===== src/rtl/fetch_prefetch_pkg.sv =====
// Shared types and constants for the prefetching fetch stage.
package fetch_pkg;

  localparam int unsigned FETCH_N       = 32;
  localparam int unsigned PC_PLUS8_MULT = 2;

  // One prefetched instruction together with the PC it was fetched from.
  typedef struct packed {
    logic [FETCH_N-1:0] instr;
    logic [FETCH_N-1:0] pc;
  } fetch_entry_t;

endpackage


===== src/rtl/fetch_prefetch_if.sv =====
// Request/response bus between the fetch stage and instruction memory.
interface fetch_prefetch_if #(
  parameter int unsigned N = 32
);
  logic         ImemReq;
  logic [N-1:0] ImemAddr;
  logic         ImemReady;
  logic         ImemValid;
  logic [N-1:0] ImemRdata;

  modport master (
    output ImemReq, ImemAddr,
    input  ImemReady, ImemValid, ImemRdata
  );

  modport slave (
    input  ImemReq, ImemAddr,
    output ImemReady, ImemValid, ImemRdata
  );
endinterface


===== src/rtl/fetch_prefetch_queue.sv =====
// Synchronous FIFO of fetched instructions with flush; head is visible
// combinationally and reads as zero while the queue is empty.
module fetch_queue
  import fetch_pkg::*;
#(
  parameter int unsigned DEPTH   = 4,
  parameter type         entry_t = fetch_entry_t,
  localparam int unsigned CW     = $clog2(DEPTH + 1),
  localparam int unsigned AW     = $clog2(DEPTH)
) (
  input  logic          clk,
  input  logic          rst,
  input  logic          push,
  input  entry_t        din,
  input  logic          pop,
  input  logic          clear,
  output logic [CW-1:0] count,
  output entry_t        head
);

  entry_t        mem [DEPTH];
  logic [AW-1:0] wr_ptr;
  logic [AW-1:0] rd_ptr;
  logic          do_pop;
  logic          full;

  always_comb begin
    do_pop = pop && (count != '0);
    full   = (count == CW'(DEPTH));
    head   = (count != '0) ? mem[rd_ptr] : '0;
  end

  // Entry storage; contents need no reset since count gates visibility.
  always_ff @(posedge clk) begin
    if (push && !clear && !rst) begin
      mem[wr_ptr] <= din;
    end
  end

  // Pointer and occupancy tracking; pointers wrap on the power-of-2 depth.
  always_ff @(posedge clk) begin
    if (rst || clear) begin
      wr_ptr <= '0;
      rd_ptr <= '0;
      count  <= '0;
    end else begin
      assert (!(push && full)) else $error("fetch_queue: push into full queue");
      if (push) begin
        wr_ptr <= wr_ptr + 1'b1;
      end
      if (do_pop) begin
        rd_ptr <= rd_ptr + 1'b1;
      end
      case ({push, do_pop})
        2'b10:   count <= count + CW'(1);
        2'b01:   count <= count - CW'(1);
        default: count <= count;
      endcase
    end
  end

endmodule


===== src/rtl/fetch_prefetch.sv =====
// Prefetching fetch stage: issues in-order requests to instruction memory,
// buffers responses in a small queue and flushes everything on redirect.
module fetch_prefetch
  import fetch_pkg::*;
#(
  parameter int unsigned N        = 32,
  parameter int unsigned DEPTH    = 4,
  parameter int unsigned PC_STEP  = 4,
  parameter logic [N-1:0] RESET_PC = '0
) (
  input  logic                clk,
  input  logic                rst,
  input  logic [N-1:0]        ResultW,
  input  logic [N-1:0]        ExtImmE,
  input  logic                PCSrcW,
  input  logic                BranchTakenE,
  input  logic                StallF,
  fetch_prefetch_if.master    imem,
  output logic                ValidD,
  output logic [N-1:0]        InstrD,
  output logic [N-1:0]        PCD,
  output logic [N-1:0]        PCPlus8D
);

  localparam int unsigned  CW      = $clog2(DEPTH + 1);
  localparam logic [CW:0]  LIMIT   = (CW + 1)'(DEPTH);
  localparam logic [N-1:0] STEP    = N'(PC_STEP);
  localparam logic [N-1:0] PLUS8   = N'(PC_PLUS8_MULT * PC_STEP);

  typedef struct packed {
    logic [N-1:0] instr;
    logic [N-1:0] pc;
  } entry_t;

  logic          rst_q;
  logic [N-1:0]  pc;
  logic [N-1:0]  resp_pc;
  logic [CW-1:0] outstanding;
  logic [CW-1:0] discard;
  logic [CW-1:0] count;

  logic          redirect;
  logic [N-1:0]  target;
  logic          credit_ok;
  logic          req;
  logic          issue;
  logic          resp;
  logic          drop;
  logic          push;
  logic          pop;
  entry_t        push_entry;
  entry_t        head;

  // Redirect selection, request credit and response routing.
  always_comb begin
    redirect   = BranchTakenE | PCSrcW;
    target     = BranchTakenE ? ExtImmE : ResultW;
    credit_ok  = ({1'b0, count} + {1'b0, outstanding}) < LIMIT;
    req        = !rst && !rst_q && !redirect && credit_ok;
    issue      = req && imem.ImemReady;
    resp       = imem.ImemValid && (outstanding != '0);
    drop       = resp && (discard != '0);
    push       = resp && (discard == '0) && !redirect;
    pop        = ValidD && !StallF && !redirect;
    push_entry = '{instr: imem.ImemRdata, pc: resp_pc};
  end

  always_comb begin
    imem.ImemReq  = req;
    imem.ImemAddr = pc;
    ValidD        = (count != '0);
    InstrD        = head.instr;
    PCD           = head.pc;
    PCPlus8D      = head.pc + PLUS8;
  end

  // PC, response PC and credit/discard bookkeeping. On redirect every
  // request still in flight after this cycle's response becomes stale; this
  // already covers any discards pending from an earlier redirect.
  always_ff @(posedge clk) begin
    if (rst) begin
      rst_q       <= 1'b1;
      pc          <= RESET_PC;
      resp_pc     <= RESET_PC;
      outstanding <= '0;
      discard     <= '0;
    end else begin
      rst_q <= 1'b0;
      if (redirect) begin
        pc          <= target;
        resp_pc     <= target;
        outstanding <= outstanding - CW'(resp);
        discard     <= outstanding - CW'(resp);
      end else begin
        if (issue) begin
          pc <= pc + STEP;
        end
        if (push) begin
          resp_pc <= resp_pc + STEP;
        end
        outstanding <= outstanding + CW'(issue) - CW'(resp);
        discard     <= discard - CW'(drop);
      end
    end
  end

  fetch_queue #(
    .DEPTH   (DEPTH),
    .entry_t (entry_t)
  ) u_queue (
    .clk   (clk),
    .rst   (rst),
    .push  (push),
    .din   (push_entry),
    .pop   (pop),
    .clear (redirect),
    .count (count),
    .head  (head)
  );

endmodule

===== src/flat_wrapper.sv =====
// flat-port wrapper written by rule: the top's interface ports become plain ports
module fetch_prefetch_flat import fetch_pkg::*;
#(
  parameter int unsigned N        = 32,
  parameter int unsigned DEPTH    = 4,
  parameter int unsigned PC_STEP  = 4,
  parameter logic [N-1:0] RESET_PC = '0
)
  (clk, rst, ResultW, ExtImmE, PCSrcW, BranchTakenE, StallF, ValidD, InstrD, PCD, PCPlus8D, imem_ImemReq, imem_ImemAddr, imem_ImemReady, imem_ImemValid, imem_ImemRdata);
  fetch_prefetch_if #(.N(N)) imem_i ();
  input  logic clk;
  input  logic rst;
  input  logic [N-1:0] ResultW;
  input  logic [N-1:0] ExtImmE;
  input  logic PCSrcW;
  input  logic BranchTakenE;
  input  logic StallF;
  output logic ValidD;
  output logic [N-1:0] InstrD;
  output logic [N-1:0] PCD;
  output logic [N-1:0] PCPlus8D;
  output wire logic [$bits(imem_i.ImemReq)-1:0] imem_ImemReq;
  output wire logic [$bits(imem_i.ImemAddr)-1:0] imem_ImemAddr;
  input wire logic [$bits(imem_i.ImemReady)-1:0] imem_ImemReady;
  input wire logic [$bits(imem_i.ImemValid)-1:0] imem_ImemValid;
  input wire logic [$bits(imem_i.ImemRdata)-1:0] imem_ImemRdata;
  assign imem_ImemReq = imem_i.ImemReq;
  assign imem_ImemAddr = imem_i.ImemAddr;
  assign imem_i.ImemReady = imem_ImemReady;
  assign imem_i.ImemValid = imem_ImemValid;
  assign imem_i.ImemRdata = imem_ImemRdata;
  fetch_prefetch #(.N(N), .DEPTH(DEPTH), .PC_STEP(PC_STEP), .RESET_PC(RESET_PC)) u_core (.clk(clk), .rst(rst), .ResultW(ResultW), .ExtImmE(ExtImmE), .PCSrcW(PCSrcW), .BranchTakenE(BranchTakenE), .StallF(StallF), .imem(imem_i), .ValidD(ValidD), .InstrD(InstrD), .PCD(PCD), .PCPlus8D(PCPlus8D));
endmodule

===== config.mk =====
export PLATFORM = sky130hd
export DESIGN_NAME = fetch_prefetch_flat
export DESIGN_NICKNAME = d
export VERILOG_FILES = /design/src/rtl/fetch_prefetch_pkg.sv /design/src/rtl/fetch_prefetch_if.sv /design/src/rtl/fetch_prefetch_queue.sv /design/src/rtl/fetch_prefetch.sv /design/src/flat_wrapper.sv
export SDC_FILE = /design/constraint.sdc
export NUM_CORES = 1
export LEC_CHECK = 0
export CORE_MARGIN = 10
export CORE_UTILIZATION = 58
export DETAILED_ROUTE_END_ITERATION = 8
export HOLD_SLACK_MARGIN = 0.1
export MAX_ROUTING_LAYER = met4
export PLACE_DENSITY_LB_ADDON = 0.12
export SKIP_CTS_REPAIR_TIMING = 1
export SLEW_MARGIN = 40
export SYNTH_ARGS = -nofsm -noshare
export SYNTH_HDL_FRONTEND = slang
export SYNTH_SLANG_ARGS = --single-unit

===== constraint.sdc =====
create_clock -name clk -period 11.3 [get_ports clk]
set_input_delay 2.26 -clock clk [delete_from_list [all_inputs] [get_ports clk]]
set_output_delay 2.26 -clock clk [all_outputs]
set_load 0.05 [all_outputs]

==> results.toml, run 1 <==
[timing]
setup_tns_ps = 0
relSlewSlack = 0.462
maxSlewViolCount = 0
fin_crit_sh = 0.672
period_needed_ps = 7600
holdWs_ps = 530
final_hold_viol_count = 0
max_slew.worst_pin.slew_ps = 804
fmax_mhz = 132
fin_skew_ps = 12.0
rsz0062_at_grt = "no"
setup-violations-final = 0

[routing]
dr.pass1.iters = 6
drc = 0
routed_wl_um = 37700
num_vias = 10500
via_per_inst = 6.16
ant_nets = 0
drt_iter0_drc = 974
wire_per_inst_um = 22.2

[clocking]
cts_buffer_depth = 3
tritoncts = "done"
cts.sinks = 334
h-tree-depth = 2
clk_pin_slew_ps = 60
cts_root_buf = "clkbuf_16"
clkLatencyLatePin_ps = 510
cts_buffers = 35

[yosys]
syn_area_sq_um = 15100
synth-compound-area-share = 0.0875
avgSynthCellArea_sq_um = 13.4
yosys_most_used_dff = "edfxtp_1"
synth.largest_area_cell = "edfxtp_1"
ys_types = 65
synthMuxAreaShare = 0.108
synth_fa_ha_area_frac = 0.0159
synth_xor_area_frac = 0.0250
ys_warn_count = 0
synth_top_area_frac = 0.510
synth_top_family_by_area = "simple AND/OR/NAND/NOR gates"
syn_inst = 1125
ys_seq_area_frac = 0.613
syn-num-nets = 1246
synth_edf_count = 256
ys_ff_latch = 334
ys_top_cells_by_area = "edfxtp_1, dfxtp_1, mux4_2"
async_reset_ff_frac = 0
synthSimpleGateAreaFrac = 0.123

[cells_and_area]
nets = 1465
utilization = 0.747
final_cell_area_sq_um = 19000
drive_gt1_frac = 0.114
diodes = 0
syn2layout_area_growth_pct = 25.8

[outcome]
status = "finished clean"

[global_routing]
grt_pass1_vias = 10600
grt_pass1_wl_um = 59200
track_usage = 0.230
gr-total-overflow = 0
grt_max_degree = 64
antenna_found_initial = 0

[floorplan]
start_util = 0.594
die_y_um = 181
rows = 58
dieArea_sq_um = 32900
die_x_um = 181
core-area_sq_um = 25400
io-pin-count = 233

[worst_setup_path]
cp.arrival_ps = 5340
critPathLaunchType = "input port"
path_class = "in2out"
cp-end-kind = "primary output"
cp.required_ps = 9040
path_max_fanout = 41

[power_and_ir_drop]
power_uw = 2890
pwr_density_cell_nw_per_um2 = 152
peakVddDrop_uv = 91.2
p_leak_uw = 0.00624

[job]
drv_cap = 0

[worst_hold_path]
hold_class = "reg2reg"

[placed_design]
dpl.hpwl_um = 25400
io_buffers = 232
place.gp.congestion = 0.852
place_area_sq_um = 17700
[report_power, final]
group	internal, uW	total, uW	switching [uW]
Combinational	116	279	164
Sequential	1350	1390	38.4
Clock	740	1220	476
Total	2210	2890	678
[cell usage in the layout (no fill, tap or decap), types with 4 or more instances in the layout]
master	instances
clkinv_2	6
clkdlybuf4s50_1	231
a31oi_1	4
o21ai_0	31
mux4_1	9
xor2_1	14
a21oi_1	71
edfxtp_1	256
xnor2_1	29
nor3_1	29
dfxtp_1	76
a22oi_1	24
nand2_1	98
inv_6	4
o22ai_1	8
buf_12	6
and3_4	4
or3_1	5
nand4b_1	5
o41ai_1	4
and2_1	62
o21a_1	4
nor2_1	57
mux2i_1	4
clkbuf_16	36
nand3_1	38
and3_1	10
buf_4	8
bufinv_16	6
nor4_1	5
o31ai_1	6
a211oi_1	20
ha_1	16
nand4_1	15
and4_1	8
a21o_1	4
a22o_1	9
inv_1	27
mux4_2	59
[final cells by class]
class                           count  area (sq um)
Inverter                           28           105
Multi-Input combinational cell    699          5460
Fill cell                        1655          6430
Tap cell                          330           413
Clock buffer                       39           932
Clock inverter                     25           308
Sequential cell                   334          9260
Timing Repair Buffer              246          2500
[critical path, cell delays in order]
cell,delay [ps]
clkdlybuf4s50_1,400
buf_4,270
or2_2,580
nor2_1,710
and3_1,280
clkdlybuf4s50_1,820
[per-layer routing]
layer	vias to the layer above	wire length (um)	track usage
li1	4771	-	-
met1	5197	16500	0.310
met2	462	17800	0.356
met3	47	2620	0.0434
met4	0	713	0.0602
met5	-	0	-
[sequential cells by signal (all words and copies together), names as in the netlist, named ones only]
signal                 count
u_core.u_queue.mem       256
u_core.resp_pc            31
u_core.outstanding         3
u_core.u_queue.rd_ptr      2
u_core.discard             3
u_core.u_queue.wr_ptr      2
u_core.imem.ImemAddr      31
u_core.u_queue.count       3
u_core.rst_q               1
[Yosys cell counts, drive strengths merged (15+ instances only)]
| cell | number |
|---|---|
| a211oi | 20 |
| a21oi | 71 |
| a22oi | 24 |
| and2 | 62 |
| buf | 24 |
| clkbuf | 40 |
| dfxtp | 78 |
| edfxtp | 256 |
| ha | 16 |
| inv | 28 |
| mux4 | 68 |
| nand2 | 99 |
| nand3 | 38 |
| nand4 | 15 |
| nor2 | 59 |
| nor3 | 30 |
| o21ai | 32 |
| xnor2 | 29 |
[through the flow]
step,setup WS [ps],instances
after floorplan,4450,1125
after global placement,3760,1631
after detailed placement,3730,1637
after CTS,3720,1701
after global routing,3600,1701
final,3700,1701
[cells by family after synthesis]
| family | count (synthesis) |
|---|---|
| mux | 74 |
| compound gates | 206 |
| xor+xnor | 43 |
| buf+inv | 92 |
| flops | 334 |
| fa+ha+maj | 18 |
| simple gates | 358 |
[worst paths after layout]
check	from	end	slack, ps	cells past startpoint
worst min-delay path	u_core.u_queue.count[2]$_SDFFE_PP0P_	u_core.u_queue.count[2]$_SDFFE_PP0P_	530	2
worst max-delay path	BranchTakenE	imem_ImemReq	3700	6
worst min register to register	u_core.u_queue.count[2]$_SDFFE_PP0P_	u_core.u_queue.count[2]$_SDFFE_PP0P_	530	2
worst max register to register	u_core.outstanding[2]$_SDFF_PP0_	u_core.imem.ImemAddr[20]$_SDFFE_PP0P_	8490	6
Power figures use the tool's default switching activity.
==> run 2: changes to the inputs <==
Settings changed: CORE_UTILIZATION 58 to 49.
Clock period 11.3 ns to 6.1 ns, I/O delays scaled along.
==> run 2 against run 1 <==
Effect of this change: worst hold slack worse by 12 ps; clock skew up 13 ps; final cell count is 3.7% higher; worst setup slack worse by 3000 ps; critical path type is now reg2out; highest routed layer unchanged.
==> results.toml, run 2 (same netlist as run 1, synthesis figures left out) <==
[timing]
relSlewSlack = 0.463
fin_skew_ps = 25.1
setup-violations-final = 0
fin_ws_ps = 697
rsz0062_at_grt = "no"
setup_tns_ps = 0
fin_crit_sh = 0.886
fmax_mhz = 185
maxSlewViolCount = 0
holdWs_ps = 518
period_needed_ps = 5400
max_slew.worst_pin.slew_ps = 804
final_hold_viol_count = 0

[worst_setup_path]
worstRegToRegCells = 10
critPathLaunchType = "register"
regToRegEndpoint = "u_core.outstanding[2]$_SDFF_PP0_"
path_max_fanout = 27
regToRegSetupSlack_ps = 3290
cp.required_ps = 4880
cp-end-kind = "primary output"
cp.arrival_ps = 4180
rr_startpoint = "u_core.outstanding[2]$_SDFF_PP0_"
path_class = "reg2out"

[cells_and_area]
nets = 1467
layout.cells.most_common_list = "edfxtp_1, clkdlybuf4s50_1, nand2_1"
mostFrequentLayoutCell = "edfxtp_1"
largest_reg_flops = 256
diodes = 0
drive_gt1_frac = 0.107
syn2layout_area_growth_pct = 25.6
top_register = "u_core.u_queue.mem"

[worst_hold_path]
hold_class = "reg2reg"
holdPathStages = 2
hold_path_end = "u_core.u_queue.count[2]$_SDFFE_PP0P_"
hold_start = "u_core.u_queue.count[2]$_SDFFE_PP0P_"

[routing]
routed_wl_um = 38400
ant_nets = 0
via_per_inst = 5.81
num_vias = 10200
dr.pass1.iters = 5
drc = 0
drt_iter0_drc = 751
wire_per_inst_um = 21.8

[clocking]
cts.sinks = 334
tritoncts = "done"
clkLatencyLatePin_ps = 510
cts_root_buf = "clkbuf_16"
cts_buffers = 34
clk_pin_slew_ps = 60
h-tree-depth = 2
cts_buffer_depth = 3

[global_routing]
grt_pass1_vias = 10600
grt_max_degree = 66
gr-total-overflow = 0
grt_pass1_wl_um = 60100
track_usage = 0.203
antenna_found_initial = 0

[placed_design]
io_buffers = 232
place.gp.congestion = 0.844
pre_cts_ws_ps = 1220
dpl.hpwl_um = 26900

[floorplan]
core-area_sq_um = 30500
die_y_um = 195
dieArea_sq_um = 38200
rows = 64
start_util = 0.494
die_x_um = 195
io-pin-count = 233

[power_and_ir_drop]
peakVddDrop_uv = 166
p_leak_uw = 0.00620
power_uw = 5170
pwr_density_cell_nw_per_um2 = 273

[job]
drv_cap = 0

[outcome]
status = "finished clean"
-- run 2: cell types whose count changed in the layout (fill, tap and decap cells not counted), moves of 2 or more --
cell | previous run | this run
clkinv_2 | 6 | 4
inv_6 | 4 | 1
clkbuf_1 | 1 | 7
bufinv_16 | 6 | 4
clkinvlp_4 | 3 | 0
buf_4 | 8 | 12
clkinv_4 | 3 | 0
-- run 2: area by class of cell --
cell class / instances / area, sq um
fill: 2345 / 11600
sequential: 334 / 9260
multi-input combinational: 699 / 5460
timing repair buffer: 249 / 2520
clock buffer: 45 / 943
tap: 396 / 495
clock inverter: 13 / 164
inverter: 28 / 105
-- run 2: worst max-delay path, stage by stage, from the launching register on --
cell             delay, ps
dfxtp_4                480
buf_4                  370
mux4_2                 310
nand2_2                 90
inv_1                   80
nand4b_1               320
nor4_4                 730
nor2b_1                230
mux2_1                 330
clkdlybuf4s50_1        710
-- run 2: layer usage --
layer  vias to the layer above  global-route usage  part of all wire  wire length [um]
met5                         -                   -                 0                 0
met4                         0              0.0535             0.019               727
met3                        46              0.0367             0.064              2450
met2                       388               0.318              0.47             18200
met1                      5044               0.268              0.44             17000
li1                       4768                   -                 -                 -
-- run 2: worst max-delay path by stage --
stage                         to  slack, ps  cells past startpoint
floorplan           PCPlus8D[29]        290                     13
global placement    PCPlus8D[21]       1240                      9
detailed placement  PCPlus8D[21]       1220                      9
CTS                 PCPlus8D[21]        670                      9
global route        PCPlus8D[21]        480                     10
finish              PCPlus8D[21]        700                      9
-- run 2: power breakdown --
part / leakage [uW] / switching (uW) / internal, uW / total, uW
registers: 0.00297 / 71.9 / 2510 / 2580
logic: 0.00269 / 303 / 215 / 519
clock network: 0.000544 / 817 / 1250 / 2070
total: 0.00620 / 1190 / 3980 / 5170
-- run 2: through the flow --
stage | cells | utilization | instance area, sq um
CTS | 1764 | 0.621 | 18900
global placement | 1701 | 0.581 | 17700
finish | 1764 | 0.621 | 18900
global route | 1764 | 0.621 | 18900
floorplan | 1125 | - | 15100
detailed placement | 1706 | 0.584 | 17800
